**config.mk**
```make
export PLATFORM = sky130hd
export DESIGN_NAME = sc_game_status
export DESIGN_NICKNAME = d
export VERILOG_FILES = /design/src/rtl/sc_game_status_pkg.sv /design/src/rtl/sc_edge_rise.sv /design/src/rtl/sc_game_status.sv
export SDC_FILE = /design/constraint.sdc
export NUM_CORES = 1
export LEC_CHECK = 0
export BUFFER_PORTS_ARGS = -buffer_cell sky130_fd_sc_hd__buf_2
export CAP_MARGIN = 20
export CORE_UTILIZATION = 60
export CTS_BUF_LIST = sky130_fd_sc_hd__clkbuf_4 sky130_fd_sc_hd__clkbuf_8
export DETAILED_ROUTE_END_ITERATION = 7
export PLACE_DENSITY = 0.82
export SYNTH_ARGS = -nofsm -noshare
export SYNTH_HDL_FRONTEND = slang
export SYNTH_SLANG_ARGS = --single-unit
```
**constraint.sdc**
```tcl
create_clock -name SC_GAMESTATUS_CLOCK_50 -period 5.4 [get_ports SC_GAMESTATUS_CLOCK_50]
set_clock_uncertainty 0.1 [all_clocks]
set_input_delay 1.62 -clock SC_GAMESTATUS_CLOCK_50 [delete_from_list [all_inputs] [get_ports SC_GAMESTATUS_CLOCK_50]]
set_output_delay 1.62 -clock SC_GAMESTATUS_CLOCK_50 [all_outputs]
set_load 0.02 [all_outputs]
```
**src/rtl/sc_game_status_pkg.sv**
```systemverilog
// Shared codes for the game-status responder and the principal game FSM:
// state encodings, NEXTLEVEL/RESETLEVEL command codes and small counter helpers.
package sc_game_status_pkg;

  typedef enum logic [1:0] {
    ST_PLAY = 2'd0,
    ST_HOLD = 2'd1,
    ST_LOSE = 2'd2,
    ST_WIN  = 2'd3
  } game_state_e;

  localparam logic [3:0] NL_NONE  = 4'd0;
  localparam logic [3:0] NL_HOUSE = 4'd1;
  localparam logic [3:0] NL_LEVEL = 4'd2;
  localparam logic [3:0] NL_WIN   = 4'd3;

  localparam logic [2:0] RL_NONE  = 3'd0;
  localparam logic [2:0] RL_LIFE  = 3'd1;
  localparam logic [2:0] RL_LOSE  = 3'd2;

  // Counters never wrap: decrement stops at zero, increment stops at the ceiling.
  function automatic logic [3:0] sat_dec(input logic [3:0] value);
    return (value == 4'd0) ? 4'd0 : value - 4'd1;
  endfunction

  function automatic logic [3:0] sat_inc(input logic [3:0] value, input logic [3:0] ceiling);
    return (value >= ceiling) ? ceiling : value + 4'd1;
  endfunction

endpackage

```
**src/rtl/sc_edge_rise.sv**
```systemverilog
// 1-bit registered rising-edge detector; rise is high while din=1 and the
// value seen at the previous clock edge was 0.
module sc_edge_rise (
  input  logic clk,
  input  logic rst_n,
  input  logic din,
  output logic rise
);

  logic prev_d;
  logic prev_q;

  always_comb begin
    prev_d = din;
  end

  always_ff @(posedge clk or negedge rst_n) begin
    if (!rst_n) begin
      prev_q <= 1'b0;
    end else begin
      prev_q <= prev_d;
    end
  end

  assign rise = din & ~prev_q;

endmodule

```
**src/rtl/sc_game_status.sv**
```systemverilog
// Game-status responder: owns HOUSES/LIVECOUNT/LEVELCOUNT, arbitrates the
// FSM's commands by priority and produces the frog-reset pulse and end flags.
module sc_game_status #(
  parameter logic [3:0] INIT_LIVES   = 4'd3,
  parameter logic [3:0] MAX_LEVEL    = 4'd3,
  parameter int         GUARD_CYCLES = 50000000,
  parameter int         GUARD_W      = 26
) (
  input  logic       SC_GAMESTATUS_CLOCK_50,
  input  logic       SC_GAMESTATUS_RESET_InLow,
  input  logic [3:0] SC_GAMESTATUS_NEXTLEVEL,
  input  logic [2:0] SC_GAMESTATUS_RESETLEVEL,
  input  logic       SC_GAMESTATUS_LIVEOUT,
  input  logic       SC_GAMESTATUS_LEVELOUT,
  input  logic [7:0] SC_GAMESTATUS_LEVELOR,
  input  logic       SC_GAMESTATUS_START,
  output logic [7:0] SC_GAMESTATUS_HOUSES,
  output logic [3:0] SC_GAMESTATUS_LIVECOUNT,
  output logic [3:0] SC_GAMESTATUS_LEVELCOUNT,
  output logic       SC_GAMESTATUS_FROGRESET,
  output logic       SC_GAMESTATUS_GAMEOVER,
  output logic       SC_GAMESTATUS_WIN
);

  import sc_game_status_pkg::*;

  localparam logic [GUARD_W-1:0] GUARD_LAST = GUARD_W'(GUARD_CYCLES - 1);

  logic clk;
  logic rst_n;
  assign clk   = SC_GAMESTATUS_CLOCK_50;
  assign rst_n = SC_GAMESTATUS_RESET_InLow;

  logic live_rise;
  logic level_rise;

  sc_edge_rise u_live_edge (
    .clk   (clk),
    .rst_n (rst_n),
    .din   (SC_GAMESTATUS_LIVEOUT),
    .rise  (live_rise)
  );

  sc_edge_rise u_level_edge (
    .clk   (clk),
    .rst_n (rst_n),
    .din   (SC_GAMESTATUS_LEVELOUT),
    .rise  (level_rise)
  );

  game_state_e        state_d,    state_q;
  logic [7:0]         houses_d,   houses_q;
  logic [3:0]         lives_d,    lives_q;
  logic [3:0]         level_d,    level_q;
  logic [GUARD_W-1:0] guard_d,    guard_q;
  logic               frog_d,     frog_q;
  logic               gameover_d, gameover_q;
  logic               win_d,      win_q;
  logic               retrigger;

  // Only the highest-priority event of a cycle acts; anything below it is dropped.
  always_comb begin
    state_d   = state_q;
    houses_d  = houses_q;
    lives_d   = lives_q;
    level_d   = level_q;
    guard_d   = guard_q;
    frog_d    = 1'b0;
    retrigger = 1'b0;

    case (state_q)
      ST_LOSE, ST_WIN: begin
        if (SC_GAMESTATUS_START) begin
          state_d  = ST_PLAY;
          houses_d = 8'h00;
          lives_d  = INIT_LIVES;
          level_d  = 4'd0;
          guard_d  = '0;
        end
      end
      default: begin
        if (SC_GAMESTATUS_RESETLEVEL == RL_LOSE) begin
          state_d = ST_LOSE;
        end else if (SC_GAMESTATUS_NEXTLEVEL == NL_WIN) begin
          state_d = ST_WIN;
        end else if (live_rise && (state_q == ST_PLAY)) begin
          // A loss with no lives left is still taken, it just changes nothing.
          if (lives_q != 4'd0) begin
            lives_d   = sat_dec(lives_q);
            retrigger = 1'b1;
          end
        end else if (level_rise) begin
          level_d   = sat_inc(level_q, MAX_LEVEL);
          houses_d  = 8'h00;
          retrigger = 1'b1;
        end else if ((SC_GAMESTATUS_NEXTLEVEL == NL_HOUSE) &&
                     ((SC_GAMESTATUS_LEVELOR & ~houses_q) != 8'h00)) begin
          houses_d  = SC_GAMESTATUS_LEVELOR;
          retrigger = 1'b1;
        end

        if (retrigger) begin
          frog_d  = 1'b1;
          state_d = ST_HOLD;
          guard_d = '0;
        end else if ((state_q == ST_HOLD) && (state_d == ST_HOLD)) begin
          if (guard_q == GUARD_LAST) begin
            state_d = ST_PLAY;
            guard_d = '0;
          end else begin
            guard_d = guard_q + 1'b1;
          end
        end
      end
    endcase

    gameover_d = (state_d == ST_LOSE);
    win_d      = (state_d == ST_WIN);
  end

  always_ff @(posedge clk or negedge rst_n) begin
    if (!rst_n) begin
      state_q    <= ST_PLAY;
      houses_q   <= 8'h00;
      lives_q    <= INIT_LIVES;
      level_q    <= 4'd0;
      guard_q    <= '0;
      frog_q     <= 1'b0;
      gameover_q <= 1'b0;
      win_q      <= 1'b0;
    end else begin
      state_q    <= state_d;
      houses_q   <= houses_d;
      lives_q    <= lives_d;
      level_q    <= level_d;
      guard_q    <= guard_d;
      frog_q     <= frog_d;
      gameover_q <= gameover_d;
      win_q      <= win_d;
    end
  end

  assign SC_GAMESTATUS_HOUSES     = houses_q;
  assign SC_GAMESTATUS_LIVECOUNT  = lives_q;
  assign SC_GAMESTATUS_LEVELCOUNT = level_q;
  assign SC_GAMESTATUS_FROGRESET  = frog_q;
  assign SC_GAMESTATUS_GAMEOVER   = gameover_q;
  assign SC_GAMESTATUS_WIN        = win_q;

endmodule

```
# Word level (Yosys, flattened, before mapping)
# Index checks and enable logic that the tools add are counted.
# classes
n_reduce_logical,17
mux,43
n_lt_le_gt_ge,1
eq_ne,14
addsub,3
bitwise,6
# ops
op,n
two-way mux 26 bit,5
two-way mux 4 bit,14
two-way mux 8 bit,7
adder 26 x 1 -> 26 bit (second input constant),1
equality test 26 bit (second input constant),1
two-way mux 2 bit,8
AND reduction 5 bit,3
two-way mux 1 bit,9
bitwise AND 8 bit,1
equality test 2 bit (second input constant),4
NOT 8 bit,1
nonzero test 8 bit,1
inequality test 2 x 1 -> 1 bit (second input constant),3
nonzero test 2 bit,3
nonzero test 3 bit,2
adder 4 x 1 -> 4 bit (second input constant),1
equality test 2 x 1 -> 1 bit (second input constant),2
equality test 4 x 1 -> 1 bit (second input constant),1
equality test 4 x 2 -> 1 bit (second input constant),1
>= comparator 4 x 2 -> 1 bit (second input constant),1
zero test 4 bit,1
nonzero test 4 bit,1
subtractor 4 x 1 -> 4 bit (second input constant),1
equality test 3 x 2 -> 1 bit (second input constant),1
other kinds (7),11
# word_totals
output_inout_bits,19
in_bits,20
reg_bits,49
elab_cells,94

# Depth between registers and ports, before layout
# logic_depth
word_depth,13
ltp_mapped,9
mapped_depth_nobuf,7

# Hierarchy
# Synthesis repeated with hierarchy kept, for this count alone.
# hier_totals
hier_cells,289
area_unflattened_um2,2726.4
# modules_own_cells
module,seq_area_each_um2,instances,cells_each,area_each_um2
sc_game_status,1178.6,1,285,2648.8
sc_edge_rise,25.0,2,2,38.8

# Worst setup path after synthesis
# OpenSTA, ideal clock, no wires.
# synth_path
kind,input port to flip-flop
startpoint,in SC_GAMESTATUS_LIVEOUT
endpoint,reg guard_q[8]
cell_stages,7
t_arrival_ns,3.444
required_time_ns,5.234
setup_ns,0.066
path_buffers,1
path_slack_ns,1.790
cell_sequence,or4b_2 > nor2_1 > or3_1 > o311ai_1 > nor3_1 > buf_2 > a22o_1
# synth_between
elab_chain_len,8
elab_cells_between_ends,10
cone_classes,6 x mux; 1 x bitwise; 3 x reduce/logical
# synth_rtl
element,line_no,text
from (decl),sc_game_status.sv:13,"input logic SC_GAMESTATUS_LIVEOUT,"
bitwise AND 1 bit *,sc_edge_rise.sv:25,assign rise = din & ~prev_q;
logical AND 1 bit *,sc_game_status.sv:86,end else if (live_rise && (state_q == ST_PLAY)) begin
two-way mux 1 bit *,sc_game_status.sv:86,
two-way mux 1 bit *,sc_game_status.sv:84,end else if (SC_GAMESTATUS_NEXTLEVEL == NL_WIN) begin
two-way mux 1 bit *,sc_game_status.sv:82,if (SC_GAMESTATUS_RESETLEVEL == RL_LOSE) begin
two-way mux 1 bit *,sc_game_status.sv:71,case (state_q)
nonzero test 3 bit (no line) or two-way mux 26 bit (tied branches),--,
AND reduction 2 bit (no line) or two-way mux 26 bit (tied branches),--,
to (signal assigned),sc_game_status.sv:136,guard_q <= guard_d;
to (decl),sc_game_status.sv:55,"logic [GUARD_W-1:0] guard_d, guard_q;"
# Mark *: on every way between the ends. The rest lies on a longest branch, timed or not. The select of a mux whose other input is x is not followed.
# A chain may end at the register's enable or synchronous reset.

# Worst setup path after layout
# layout_path
startpoint,in SC_GAMESTATUS_NEXTLEVEL[1]
endpoint,reg guard_q[7]
# layout_between
elab_chain_len,10
elab_cells_between_ends,18
cone_classes,3 x eq/ne; 11 x mux; 4 x reduce/logical
# layout_rtl
element,line_no,text
from (decl),sc_game_status.sv:11,"input logic [3:0] SC_GAMESTATUS_NEXTLEVEL,"
equality test 4 x 1 -> 1 bit,sc_game_status.sv:96,end else if ((SC_GAMESTATUS_NEXTLEVEL == NL_HOUSE) &&
logical AND 1 bit,sc_game_status.sv:96,
two-way mux 1 bit,sc_game_status.sv:96,
two-way mux 1 bit,sc_game_status.sv:92,end else if (level_rise) begin
two-way mux 1 bit,sc_game_status.sv:86,
two-way mux 1 bit,sc_game_status.sv:84,
two-way mux 1 bit,sc_game_status.sv:82,
two-way mux 1 bit,sc_game_status.sv:71,
nonzero test 3 bit (no line) or two-way mux 26 bit (tied branches),--,
AND reduction 2 bit (no line) or two-way mux 26 bit (tied branches),--,
# Several ways; a longest one is shown, not always the timed one. The select of a mux whose other input is x is not followed.

==> impl_metrics.ini <==
[outcome]
status = finished, final reports clean

[finish]
design_area_sq_um = 3074
layout.nets = 344
antenna_cells = 0
syn2layout_area_growth_pct = 14.01
layout-drive-gt1-share = 0.2043

[detailed_routing]
viasPerCell = 6.515
drtIter0Drc = 173
drt-total-wl_mm = 6.171
drc = 0
final_antenna_net_count = 0
vias = 2443
avgRoutedWirePerCell_microns = 16.46
firstDrtPassIters = 5

[worst_setup_path]
worstPathBufferInverterCount = 2
timing.rr.start = state_q[1]
cp_top_family = compound AO/OA/AOI/OAI gates
worstSetupPathType = input pin to flip-flop
crit_fanout = 8
worstSetupStartpoint = SC_GAMESTATUS_NEXTLEVEL[1]
cp.arrival_ns = 4.02
cpMaxStageDelayCell = o311ai_1
worst_setup_path_start_kind = input pin
worstPathCellList = buf_2 > nor4b_1 > o31ai_1 > o311ai_1 > nor3_1 > buf_4 > a221o_1
crit_required_ns = 5.49
cpPeakStageDelay_ns = 0.76
end_kind = flip-flop

[flow_run]
maxCapViolations = 0

[sta]
fin_setup_tns_ns = 0
hold_viol = 0
slew_viol_final = 0
period_share = 0.7279
tightestPinTransition_ns = 0.7851
fmax_ghz = 0.2544
setup_viol = 0
rsz0062_at_grt = false
fin_crit_ns = 3.930
maxSlewHeadroom = 0.4683

[floorplanning]
die_area_sq_um = 4766
dieHeight_microns = 69.04
core_area_sq_um = 4324
io-pin-count = 39
die_w_microns = 69.04
fp-row-count = 24
start_util = 0.6236

[grt]
grt_pass1_wl_mm = 10.59
antenna_found_initial = 0
grt-ovfl-total = 0
grt_pass1_vias = 2247
track_usage = 0.2719
grt_max_degree = 50

[worst_hold_path]
min_path_type = flip-flop to flip-flop
hp-start = SC_GAMESTATUS_HOUSES[0]

[yosys]
synth_enable_flop_cells = 0
avgSynthCellArea_sq_um = 9.461
synthArstFlopShare = 1.000
synth_cells = 285
synth_top_flop_cell = dfrtp_1
synthDistinctLibCells = 57
yosys_warnings = 0
synth.cell_area_sq_um = 2696
synth_nets = 307
yosysMostFrequentCell = dfrtp_1
synth_top_cells_by_count = 47 x dfrtp_1, 29 x nand2_1, 20 x nor2_1
synthTopCellsByArea = dfrtp_1 44%, o31ai_1 4.2%, nand2_1 4.0%
seq_area_frac_synth = 0.4557
synth_top_area_share = 0.4362
yosysTopAreaCell = dfrtp_1
ys_ff_latch = 49

[placement]
dp_hpwl_mm = 4.190
place_area_sq_um = 2917
io_buffer_count = 38
gp_routability_congestion = 0.8537

[pwr]
power_density_nw_per_um2 = 406.7
p_leak_nw = 1.351
vdd_ir_drop_max_uv = 285.1

[clock_tree]
clockRootBuffer = clkbuf_8
clock_latency_ns = 0.31
cts_sinks = 49
cts_made_buffers = 5
ctsResizeCount = 0
clock_path_buffers = 2
hold_buffers = 0
cts_tree = yes
cts_max_level = 2
postCtsSetupBuffers = 0
clkTransAtPathRegs_ns = 0.10
final cells by class:
type                       instances  area [sq um]
timing repair buffer              42         232.7
clock inverter                     3         68.82
tap                               52         65.06
sequential                        49          1229
multi-input combinational        211          1361
clock buffer                       5         68.82
fill                             337          1250
inverter                          13         48.80
flip-flops by register name, indices dropped and copies added (netlist names):
| signal | flops |
|---|---|
| u_level_edge.prev_q | 1 |
| SC_GAMESTATUS_HOUSES | 8 |
| SC_GAMESTATUS_GAMEOVER | 1 |
| SC_GAMESTATUS_LEVELCOUNT | 4 |
| SC_GAMESTATUS_FROGRESET | 1 |
| u_live_edge.prev_q | 1 |
| guard_q | 26 |
| SC_GAMESTATUS_WIN | 1 |
| SC_GAMESTATUS_LIVECOUNT | 4 |
| state_q | 2 |
routing by layer:
metal	track usage	vias to the layer above	wire, microns
met3	0.05263	12	308
met1	0.3795	1165	2936
met5	0	-	0
li1	-	1181	-
met2	0.4283	85	2836
met4	0.08844	0	89
where the power goes:
part / switching [W] / internal, W
sequential: 0.0000694 / 0.000435
combinational: 0.000275 / 0.000154
clock: 0.000131 / 0.000186
layout by cell type, fill, tap and decap left out, types with 4 or more instances in the layout:
master	n
nand2_1	29
clkbuf_8	5
dfrtp_1	47
nor3_1	11
buf_2	38
and3_1	4
a31o_2	5
nor2_1	20
nand4_1	8
a22o_1	11
nand3_1	15
o21a_1	5
o41ai_1	5
a32oi_1	8
inv_1	13
o21ai_0	14
and2_1	5
o31ai_1	15
metrics by stage:
stage / cells / utilization / worst slack, ns / hold WS [ns] / total power (W)
after global placement: 366 / 0.6745 / 1.213 / 0.3724 / 0.0009242
after CTS: 374 / 0.7063 / 1.502 / 0.4055 / 0.001249
after global routing: 375 / 0.7109 / 1.235 / 0.4464 / 0.001326
after detailed placement: 366 / 0.6745 / 1.183 / 0.3824 / 0.0009354
final: 375 / 0.7109 / 1.470 / 0.4051 / 0.001250
after floorplan: 285 / - / 1.790 / 0.3914 / 0.0007999
worst paths after layout:
kind,slack (ns),cells past startpoint,end
min in group asynchronous,1.12,1,SC_GAMESTATUS_LIVECOUNT[2]
max reg2reg,2.20,7,guard_q[20]
min reg2reg,0.41,2,SC_GAMESTATUS_HOUSES[0]
max in group asynchronous,3.51,2,SC_GAMESTATUS_LIVECOUNT[0]
max,1.47,7,guard_q[7]
min,0.41,2,SC_GAMESTATUS_HOUSES[0]
cells by family after synthesis:
group,count (synthesis),synth area share
buf+inv,25,0.03944
fa+ha+maj,2,0.009279
simple gates,120,0.2436
flops,49,0.4557
compound gates,89,0.2520
tightest hold or removal path: cells and delay by family, from the launching register on:
family	cells	cell delay, ns
AO/OA/AOI/OAI	1	0.06
flip-flops	1	0.36
AND/OR/NAND/NOR	1	0.05
Note: power is estimated with default switching activity, not from simulation.
